`config.mk`:
```
export PLATFORM = sky130hd
export DESIGN_NAME = pwm_speed_sequencer
export DESIGN_NICKNAME = d
export VERILOG_FILES = /design/src/rtl/pwm_speed_sequencer.sv
export SDC_FILE = /design/constraint.sdc
export NUM_CORES = 1
export LEC_CHECK = 0
export CAP_MARGIN = 40
export CELL_PAD_IN_SITES_DETAIL_PLACEMENT = 2
export CELL_PAD_IN_SITES_GLOBAL_PLACEMENT = 2
export CORE_MARGIN = 2
export CORE_UTILIZATION = 25
export CTS_BUF_LIST = sky130_fd_sc_hd__clkbuf_16
export CTS_CLUSTER_SIZE = 25
export DETAILED_ROUTE_END_ITERATION = 10
export MAX_ROUTING_LAYER = met4
export PLACE_DENSITY_LB_ADDON = 0.12
export SYNTH_ARGS = -nofsm -noshare
export SYNTH_HDL_FRONTEND = slang
export SYNTH_SLANG_ARGS = --single-unit
export TNS_END_PERCENT = 5
```
`constraint.sdc`:
```
create_clock -name clk -period 2.4 [get_ports clk]
set_input_delay 0.6 -clock clk [delete_from_list [all_inputs] [get_ports clk]]
set_output_delay 0.6 -clock clk [all_outputs]
set_load 0.01 [all_outputs]
```
`src/rtl/pwm_speed_sequencer.sv`:
```
// Button/run-request front end for the PWM stage: synchronises and debounces the
// buttons, keeps a saturating target speed, and ramps the applied speed toward it.
module pwm_speed_sequencer #(
    parameter int DB_CYCLES   = 1000,
    parameter int RAMP_CYCLES = 1000
) (
    input  logic       clk,
    input  logic       rst,
    input  logic       btn_up,
    input  logic       btn_dn,
    input  logic       run_req,
    output logic [2:0] speed,
    output logic       enable,
    output logic [2:0] target,
    output logic       busy
);

    localparam int DB_W = $clog2(DB_CYCLES) + 1;
    localparam int RP_W = $clog2(RAMP_CYCLES) + 1;

    typedef enum logic [1:0] {S_IDLE, S_TRACK, S_HOLD, S_STOP} state_t;

    // Bit 0 is the up button, bit 1 the down button.
    logic [1:0]      w_btn_raw;
    logic [1:0]      r_btn_m;
    logic [1:0]      r_btn_s;
    logic            r_run_m;
    logic            r_run_s;
    logic [1:0]      r_btn_lvl;
    logic [1:0]      r_btn_press;
    logic [DB_W-1:0] r_btn_cnt [2];
    logic [2:0]      r_target;
    state_t          r_state;
    logic [RP_W-1:0] r_timer;
    logic [2:0]      r_speed;
    logic            r_enable;
    logic            r_busy;
    logic            w_step;

    assign w_btn_raw = {btn_dn, btn_up};
    assign w_step    = (r_timer == RP_W'(RAMP_CYCLES - 1));

    assign speed  = r_speed;
    assign enable = r_enable;
    assign target = r_target;
    assign busy   = r_busy;

    always_ff @(posedge clk) begin
        if (rst) begin
            r_btn_m <= '0;
            r_btn_s <= '0;
            r_run_m <= 1'b0;
            r_run_s <= 1'b0;
        end else begin
            r_btn_m <= w_btn_raw;
            r_btn_s <= r_btn_m;
            r_run_m <= run_req;
            r_run_s <= r_run_m;
        end
    end

    // A press is flagged in the same cycle the stable level rises; release is silent.
    always_ff @(posedge clk) begin
        if (rst) begin
            r_btn_lvl   <= '0;
            r_btn_press <= '0;
            for (int i = 0; i < 2; i++) r_btn_cnt[i] <= '0;
        end else begin
            for (int i = 0; i < 2; i++) begin
                r_btn_press[i] <= 1'b0;
                if (r_btn_s[i] == r_btn_lvl[i]) begin
                    r_btn_cnt[i] <= '0;
                end else if (r_btn_cnt[i] == DB_W'(DB_CYCLES - 1)) begin
                    r_btn_lvl[i]   <= r_btn_s[i];
                    r_btn_press[i] <= r_btn_s[i];
                    r_btn_cnt[i]   <= '0;
                end else begin
                    r_btn_cnt[i] <= r_btn_cnt[i] + 1'b1;
                end
            end
        end
    end

    always_ff @(posedge clk) begin
        if (rst) begin
            r_target <= 3'd0;
        end else if (r_btn_press == 2'b01 && r_target != 3'd7) begin
            r_target <= r_target + 3'd1;
        end else if (r_btn_press == 2'b10 && r_target != 3'd0) begin
            r_target <= r_target - 3'd1;
        end
    end

    // Timer runs only in TRACK/STOP and is zeroed on every state change.
    always_ff @(posedge clk) begin
        if (rst) begin
            r_state  <= S_IDLE;
            r_timer  <= '0;
            r_speed  <= 3'd0;
            r_enable <= 1'b0;
            r_busy   <= 1'b0;
        end else begin
            case (r_state)
                S_IDLE: begin
                    r_speed <= 3'd0;
                    r_timer <= '0;
                    if (r_run_s) begin
                        r_state  <= S_TRACK;
                        r_enable <= 1'b1;
                        r_busy   <= 1'b1;
                    end
                end
                S_TRACK: begin
                    if (!r_run_s) begin
                        r_state <= S_STOP;
                        r_timer <= '0;
                    end else if (r_speed == r_target) begin
                        r_state <= S_HOLD;
                        r_busy  <= 1'b0;
                        r_timer <= '0;
                    end else if (w_step) begin
                        r_timer <= '0;
                        r_speed <= (r_speed < r_target) ? r_speed + 3'd1 : r_speed - 3'd1;
                    end else begin
                        r_timer <= r_timer + 1'b1;
                    end
                end
                S_HOLD: begin
                    r_timer <= '0;
                    if (!r_run_s) begin
                        r_state <= S_STOP;
                        r_busy  <= 1'b1;
                    end else if (r_target != r_speed) begin
                        r_state <= S_TRACK;
                        r_busy  <= 1'b1;
                    end
                end
                S_STOP: begin
                    if (r_run_s) begin
                        r_state <= S_TRACK;
                        r_timer <= '0;
                    end else if (r_speed == 3'd0) begin
                        r_state  <= S_IDLE;
                        r_enable <= 1'b0;
                        r_busy   <= 1'b0;
                        r_timer  <= '0;
                    end else if (w_step) begin
                        r_speed <= r_speed - 3'd1;
                        r_timer <= '0;
                    end else begin
                        r_timer <= r_timer + 1'b1;
                    end
                end
                default: begin
                    r_state <= S_IDLE;
                end
            endcase
        end
    end

endmodule

```
# Word-level counts from Yosys, hierarchy flattened
# Memories as Yosys holds them, arrays and structs flattened.
# Index checks and enable logic that the tools add are counted.
# classes
n_addsub	7
magnitude_cmp	1
n_eq_ne	25
muxes	63
bitwise_logic	10
n_reduce_logical	17
# ops
cell	n
$mux 11	11
$add 11x1->11 const B	3
$eq 11x10->1 const B	3
$pmux 11 s3	1
$mux 1	31
$mux 3	9
$ne 2x2->1 const B	9
$mux 2	7
$ne 3x3->1 const B	4
$pmux 3 s3	1
$pmux 2 s4	1
$reduce_and 4->1	2
$reduce_and 7->1	1
$add 3x1->3 const B	2
$eq 2x2->1 const B	3
$or 1x1->1	6
$reduce_and 6->1	1
$reduce_bool 3->1	2
$reduce_or 3->1	2
$sub 3x1->3 const B	2
$eq 2x1->1 const B	2
$not 1->1	4
$pmux 1 s4	1
$reduce_and 2->1	2
other kinds (10)	13
# word_totals
reg_bits	31
ramBits	22
inputBits	5
output_inout_bits	8
elab_cells	138
memories	1
# mem_list
memory	words	width	read_ports	rd_ports_with_merged_regs	wr	line	text
r_btn_cnt	2	11	2	0	2	31	logic [DB_W-1:0] r_btn_cnt [2];

# Longest topological paths before layout
# Gate-level depths: netlist of the first run.
# depth
ltp_word	7
depth_mapped	8
ltp_nobuf	7

# Worst setup path before layout of the first run
# Ideal clock, no wire load.
# synth_timing
path_type	register -> register
from	register r_target[2] (netlist: target[2])
to	register r_speed[2] (netlist: speed[2])
setup_ps	120
t_arrival_ps	1879
setup_slack_ps	401
path_stages_with_launch	8
path_buffers	1
cell_sequence	dfxtp_1 clkbuf_1 inv_1 ha_1 a211oi_1 a21boi_0 o211a_1 a211o_1
# synth_via
elab_chain_cells	6
# synth_lines
element	line	text
start: declaration	32	logic [2:0] r_target;
start signal: assignment	88	r_target <= r_target + 3'd1;
start signal: assignment	90	r_target <= r_target - 3'd1;
$lt 3x3->1	123	r_speed <= (r_speed < r_target) ? r_speed + 3'd1 : r_speed - 3'd1;
$mux 3	123	
$mux 3	121	end else if (w_step) begin
$mux 3	117	end else if (r_speed == r_target) begin
$mux 3	114	if (!r_run_s) begin
$pmux 3 s3	103	case (r_state)
end signal: assignment	123	
end signal: assignment	148	r_speed <= r_speed - 3'd1;
end: declaration	35	logic [2:0] r_speed;
# Parallel ways exist; a longest one is shown, timed or not. The select of a mux whose other input is x is not followed.
# A chain may end at the register's enable or synchronous reset.

# Final worst setup path of the first run
# layout_timing
from	register r_target[0] (netlist: target[0])
to	output port target[0]
# layout_lines
element	line	text
end: declaration	14	output logic [2:0] target,
# No word-level cell between the ends.

==> results.toml, run 1 <==
[drt]
wl_per_cell_microns = 13.64
ant_nets = 0
via_per_inst = 4.620
drt-total-wl_microns = 6358
drt_pass1_iterations = 3
initialDrtViolationCount = 84
vias = 2153
drc = 0

[floorplanning]
core_area_sq_um = 10890
die_x_microns = 109.7
dieArea_sq_um = 12040
die_height_microns = 109.7
io_pins = 13
num_rows = 38
floorplan.initialDensity_pct = 25.66

[logic_synthesis]
synth_cell_types = 50
synthTopCellsByArea = "edfxtp_1, dfxtp_1, nor2_1, xnor2_1, xor2_1"
synth-edff-count = 22
synth_top_area_cell = "edfxtp_1"
yosysWarnings = 0
synthCells = 290
yosys_register_bits = 53
synth-main-ff-cell = "dfxtp_1"
async_flop_share_pct = 0
syn_area_per_cell_sq_um = 9.634
ys_seq_area_share_pct = 45.86
synth_top_area_share_pct = 23.65
synth_area_sq_um = 2794

[sta]
layout_min_cycle_time_ns = 2.079
rsz0062_at_grt = "no"
maxSlewViolCount = 0
setup_viol = 0
tightest_slew_ns = 0.5182
hold_viol_final = 0
tns_ns = 0
final.period_utilization_pct = 86.61
fin_skew_ns = 0.007270
max_freq_ghz = 0.4811
relSlewSlack_pct = 65.38

[final_layout]
nFillCells = 1237
multi_input_area_sq_um = 1508
fin_area_sq_um = 3318
regArea_sq_um = 1281
fin_util_pct = 30.48
drive_gt1_share_pct = 7.362
area_growth_pct = 18.76
final_nets = 340
antennaDiodeCount = 0

[hold_path]
hold_start = "r_run_m"
hold_depth = 1
hold_class = "reg -> reg"
hold_end = "r_run_s"

[worst_setup_path]
cp_cell_sequence = "clkdlybuf4s50_1"
worstRegToRegCells = 6
reg2reg_slack_ns = 0.42
worstPathArrival_ns = 1.48
endpoint_kind = "output port"
crit_family = "buffers and inverters"
worst-setup-path-type = "reg -> out"
rr_startpoint = "target[1]"
worst-path-buf-inv = 1
slowest_delay_ns = 0.64
slowest_stage = "clkdlybuf4s50_1"
cp_max_fo = 10
cp-start-kind = "flip-flop"
cp.required_ns = 1.80
reg2reg_to = "speed[2]"

[global_routing]
track_usage_pct = 12.16
antenna_found_initial = 0
grt_max_degree = 29
gr-total-overflow = 0
grt_pass1_wl_microns = 11160
first_global_vias = 2294

[clock_network]
cts_resized = 0
ctsHoldBuffers = 0
clk_pin_slew_ns = 0.07
cts_buffer_depth = 2
cts_max_level = 2
cts-root-buf = "clkbuf_16"
clk_latency_ns = 0.30
cts_tree = "done"
cts_buffers = 5
cts.sinks = 53
post_cts_buffers = 0

[place]
place_area_sq_um = 3172
finalWeightedCongestion = 0.7383
port_buffers = 12
dp_hpwl_microns = 4624

[pwr]
vdd_drop_max_mv = 0.2726
cellLeakagePower_uw = 0.001179
p_total_uw = 1869
power_density_nw_per_um2 = 563.4

[run]
max-cap-violations = 0

[status]
status = "complete, no violations"
==> cells in the final DEF (no fill, tap or decap), types with 2 or more instances in the layout <==
cell type | synthesis | layout
edfxtp_1 | 22 | 22
clkbuf_16 | 0 | 5
xor2_1 | 13 | 13
ha_1 | 9 | 9
nor4_1 | 4 | 4
o211a_1 | 2 | 2
nor3_1 | 9 | 9
buf_4 | 2 | 5
conb_1 | 1 | 22
a31oi_1 | 2 | 2
nor4b_1 | 2 | 2
nand3b_1 | 3 | 3
xnor2_1 | 17 | 17
and3_1 | 6 | 6
nand2_1 | 18 | 18
inv_1 | 8 | 8
clkdlybuf4s50_1 | 0 | 12
nor2_1 | 51 | 51
o21ai_0 | 4 | 4
nand3_1 | 13 | 13
nand2b_1 | 3 | 3
nand4_1 | 9 | 9
dfxtp_1 | 31 | 31
a211o_1 | 3 | 3
a2111oi_0 | 2 | 2
nor2b_1 | 12 | 12
a211oi_1 | 4 | 4
or3_1 | 5 | 5
a21oi_1 | 5 | 5
mux2i_1 | 2 | 2
==> kinds of logic (layout without fill, tap and decap cells) <==
family,Yosys count,in the layout,synth area share [%]
buffers and inverters,19,34,3.000
AND/OR/NAND/NOR,144,144,26.82
adder cells (fa/ha/maj),10,10,4.747
flip-flops,53,53,45.86
AO/OA/AOI/OAI,31,31,9.316
other,1,22,0.1342
XOR/XNOR,30,30,9.404
multiplexers,2,2,0.7166
==> per-stage QoR <==
step                hold slack, ns  cells  worst slack [ns]
floorplan                   0.4138    311            0.4011
global placement            0.4172    458            0.3053
detailed placement          0.4282    458            0.2871
CTS                         0.4522    466            0.2673
global route                0.4680    466            0.1869
finish                      0.4422    466            0.3214
==> area by class of cell <==
class	instances	share of cell area, %
Tap cell	140	5.279
Clock inverter	3	0.6410
Timing Repair Buffer	18	5.354
Clock buffer	5	3.771
Sequential cell	53	38.61
Multi-Input combinational cell	239	45.44
Inverter	8	0.9050
==> cell usage after synthesis (2+ instances only) <==
library cell,number
buf_4,2
and3_1,6
nand4_1,9
mux2i_1,2
a211oi_1,4
nand2_1,18
buf_2,4
nor2_1,51
a21oi_1,5
nand3b_1,3
nor3_1,9
nor4b_1,2
a31oi_1,2
or3_1,5
nor4_1,4
xor2_1,13
inv_1,8
nand3_1,13
a2111oi_0,2
xnor2_1,17
ha_1,9
a211o_1,3
o211a_1,2
o21ai_0,4
dfxtp_1,31
edfxtp_1,22
nor2b_1,12
clkbuf_1,4
nand2b_1,3
==> layer usage <==
layer / GRT usage, % / part of all wire (%) / up-vias
li1: - / - / 1074
met1: 15.45 / 48 / 1060
met2: 19.40 / 48 / 11
met3: 2.549 / 2.6 / 8
met4: 3.797 / 1.4 / 0
met5: - / 0 / -
==> state kept, by name (all words and copies together) (netlist names) <==
| signal | cells |
|---|---|
| r_run_m | 1 |
| target | 3 |
| r_btn_m | 2 |
| r_btn_lvl | 2 |
| enable | 1 |
| busy | 1 |
| r_state | 2 |
| r_run_s | 1 |
| r_timer | 11 |
| r_btn_s | 2 |
| r_btn_cnt | 22 |
| speed | 3 |
| r_btn_press | 2 |
==> report_power, final <==
group	total, uW	internal, uW	switching, uW
Clock	743	391	353
Sequential	998	966	32.5
Combinational	128	59.3	68.6
==> worst max-delay path by stage <==
stage	from	end	depth (start not counted)
6_report	target[0]	target[0]	1
5_1_grt	r_btn_press[1]	target[2]	7
4_1_cts	target[0]	target[0]	1
3_5_place_dp	rst	r_btn_cnt[1][2]	5
3_3_place_gp	rst	r_btn_cnt[1][8]	5
2_1_floorplan	target[2]	speed[2]	7
(Power assumes the default switching activity.)
==> run 2: changes to the inputs <==
--- a/config.mk
+++ b/config.mk
@@ -9,7 +9,7 @@
 export CELL_PAD_IN_SITES_DETAIL_PLACEMENT = 2
 export CELL_PAD_IN_SITES_GLOBAL_PLACEMENT = 2
 export CORE_MARGIN = 2
-export CORE_UTILIZATION = 25
+export CORE_UTILIZATION = 39
 export CTS_BUF_LIST = sky130_fd_sc_hd__clkbuf_16
 export CTS_CLUSTER_SIZE = 25
 export DETAILED_ROUTE_END_ITERATION = 10
==> run 2 against run 1 <==
Net effect:
- critical endpoint is now target[2]
- largest cell class unchanged
- utilization is 17 points higher
- final cell count is 9.9% lower
- clock power is 4.6% lower
- critical path depth is 6 higher
==> results.toml, run 2 (synthesized netlist as in run 1, its figures left out) <==
[status]
status = "complete, no violations"

[global_routing]
gr-total-overflow = 0
grt_max_degree = 17
track_usage_pct = 19.20
grt_pass1_wl_microns = 11460
first_global_vias = 2320
antenna_found_initial = 0

[drt]
drc = 0
wl_per_cell_microns = 15.92
initialDrtViolationCount = 49
drt-total-wl_microns = 6686
via_per_inst = 5.214
drt_pass1_iterations = 4
vias = 2190
ant_nets = 0

[sta]
whs_ns = 0.4520
tns_ns = 0
fin_skew_ns = 0.006240
maxSlewViolCount = 0
setup_viol = 0
max_freq_ghz = 0.4616
final.period_utilization_pct = 90.26
setup_slack_ns = 0.2337
tightest_slew_ns = 0.5833
relSlewSlack_pct = 60.76
rsz0062_at_grt = "no"
hold_viol_final = 0
layout_min_cycle_time_ns = 2.166

[place]
dp_slack_ns = 0.2436
port_buffers = 12
place_inst = 412
dp_hpwl_microns = 4726
finalWeightedCongestion = 0.7764

[worst_setup_path]
rr_startpoint = "r_btn_press[0]"
worstPathArrival_ns = 2.36
cp-start-kind = "flip-flop"
critPathLaunch = "r_btn_press[0]"
worst-setup-path-type = "reg -> reg"
worst_path_most_repeated_cell = "nor2b_1"
cp_cell_sequence = "nor2b_1, nand2_1, fa_1, nor2b_1, and3_1, o21ai_0, nor4b_1"
worst-path-buf-inv = 0
endpoint_kind = "flip-flop"
crit_family = "simple AND/OR/NAND/NOR gates"
slowest_stage = "dfxtp_2"
cp.required_ns = 2.60
slowest_delay_ns = 0.45
cp_max_fo = 11

[clock_network]
cts_buffers = 5
cts_buffer_depth = 2
cts_max_level = 2
ctsHoldBuffers = 0
cts_tree = "done"
clk_pin_slew_ns = 0.07
clk_latency_ns = 0.29
cts-root-buf = "clkbuf_16"
cts.sinks = 53

[final_layout]
drive_gt1_share_pct = 7.099
mostFrequentLayoutCells = "nor2_1, dfxtp_1, edfxtp_1, conb_1, nand2_1"
final_cell_count_no_fill = 420
antennaDiodeCount = 0
largest_reg_flops = 22
reg.largest.list = "r_btn_cnt x22, r_timer x11"
nFillCells = 778
regMostFlops = "r_btn_cnt"
mostFrequentLayoutCell = "nor2_1"
area_growth_pct = 15.72
final_nets = 338

[pwr]
cellLeakagePower_uw = 0.001163
vdd_drop_max_mv = 0.2932
power_density_nw_per_um2 = 568.7

[floorplanning]
die_x_microns = 88.64
num_rows = 30
core_area_sq_um = 6869
floorplan.initialDensity_pct = 40.67
dieArea_sq_um = 7857
die_height_microns = 88.64
io_pins = 13

[run]
max-cap-violations = 0

[hold_path]
hold_class = "reg -> reg"
hold_start = "r_btn_m[1]"
==> run 2: cell count changes in the layout (fill, tap and decap cells not counted), sizes merged <==
cell and delta:
buf -2, clkinv +1, inv -1
==> run 2: path summary, 6_finish.rpt <==
check / to / slack, ns / cells after the start
worst max register to register: target[2] / 0.23 / 7
worst min register to register: r_btn_s[1] / 0.45 / 1
worst max-delay path: target[2] / 0.23 / 7
worst min-delay path: r_btn_s[1] / 0.45 / 1
==> run 2: worst register-to-register path, cell delays in order, from the launching register on <==
cell,delay [ns]
dfxtp_2,0.45
nor2b_1,0.33
nand2_1,0.12
fa_1,0.43
nor2b_1,0.18
and3_1,0.20
o21ai_0,0.13
nor4b_1,0.23
==> run 2: layer usage <==
metal | up-vias | track usage, % | part of all wire (%) | wire length, microns
li1 | 1071 | - | - | -
met2 | 12 | 33.92 | 53 | 3525
met4 | 0 | 4.132 | 0.93 | 62
met1 | 1101 | 23.16 | 45 | 3016
met5 | - | - | 0 | 0
met3 | 6 | 2.799 | 1.2 | 81
==> run 2: layout make-up <==
cell class                 count  area (sq um)  area share [%]
sequential                    53          1282           39.67
tap                           96         120.1           3.715
inverter                       8         30.03          0.9288
clock buffer                   5         125.1           3.870
multi-input combinational    239          1508           46.63
timing repair buffer          16         150.1           4.644
clock inverter                 3         17.52          0.5418
==> run 2: stage by stage <==
step	power, uW	util [%]	area [sq um]
floorplan	1104	-	2873
global placement	1141	44.97	3089
detailed placement	1149	44.97	3089
CTS	1868	47.05	3232
global route	1910	47.07	3233
finish	1839	47.07	3233
==> run 2: what timing repair did <==
item / CTS / global route
gates resized for setup: 0 / 1
setup endpoints to repair: 0 / 1
endpoints found under the hold margin: 0 / 0
buffers inserted: 0 / 0
==> run 2: power breakdown <==
part,switching (uW),total [uW],internal [uW]
Clock,325,709,384
Sequential,32.8,999,966
Combinational,72.5,131,58.4
Total,430,1840,1410
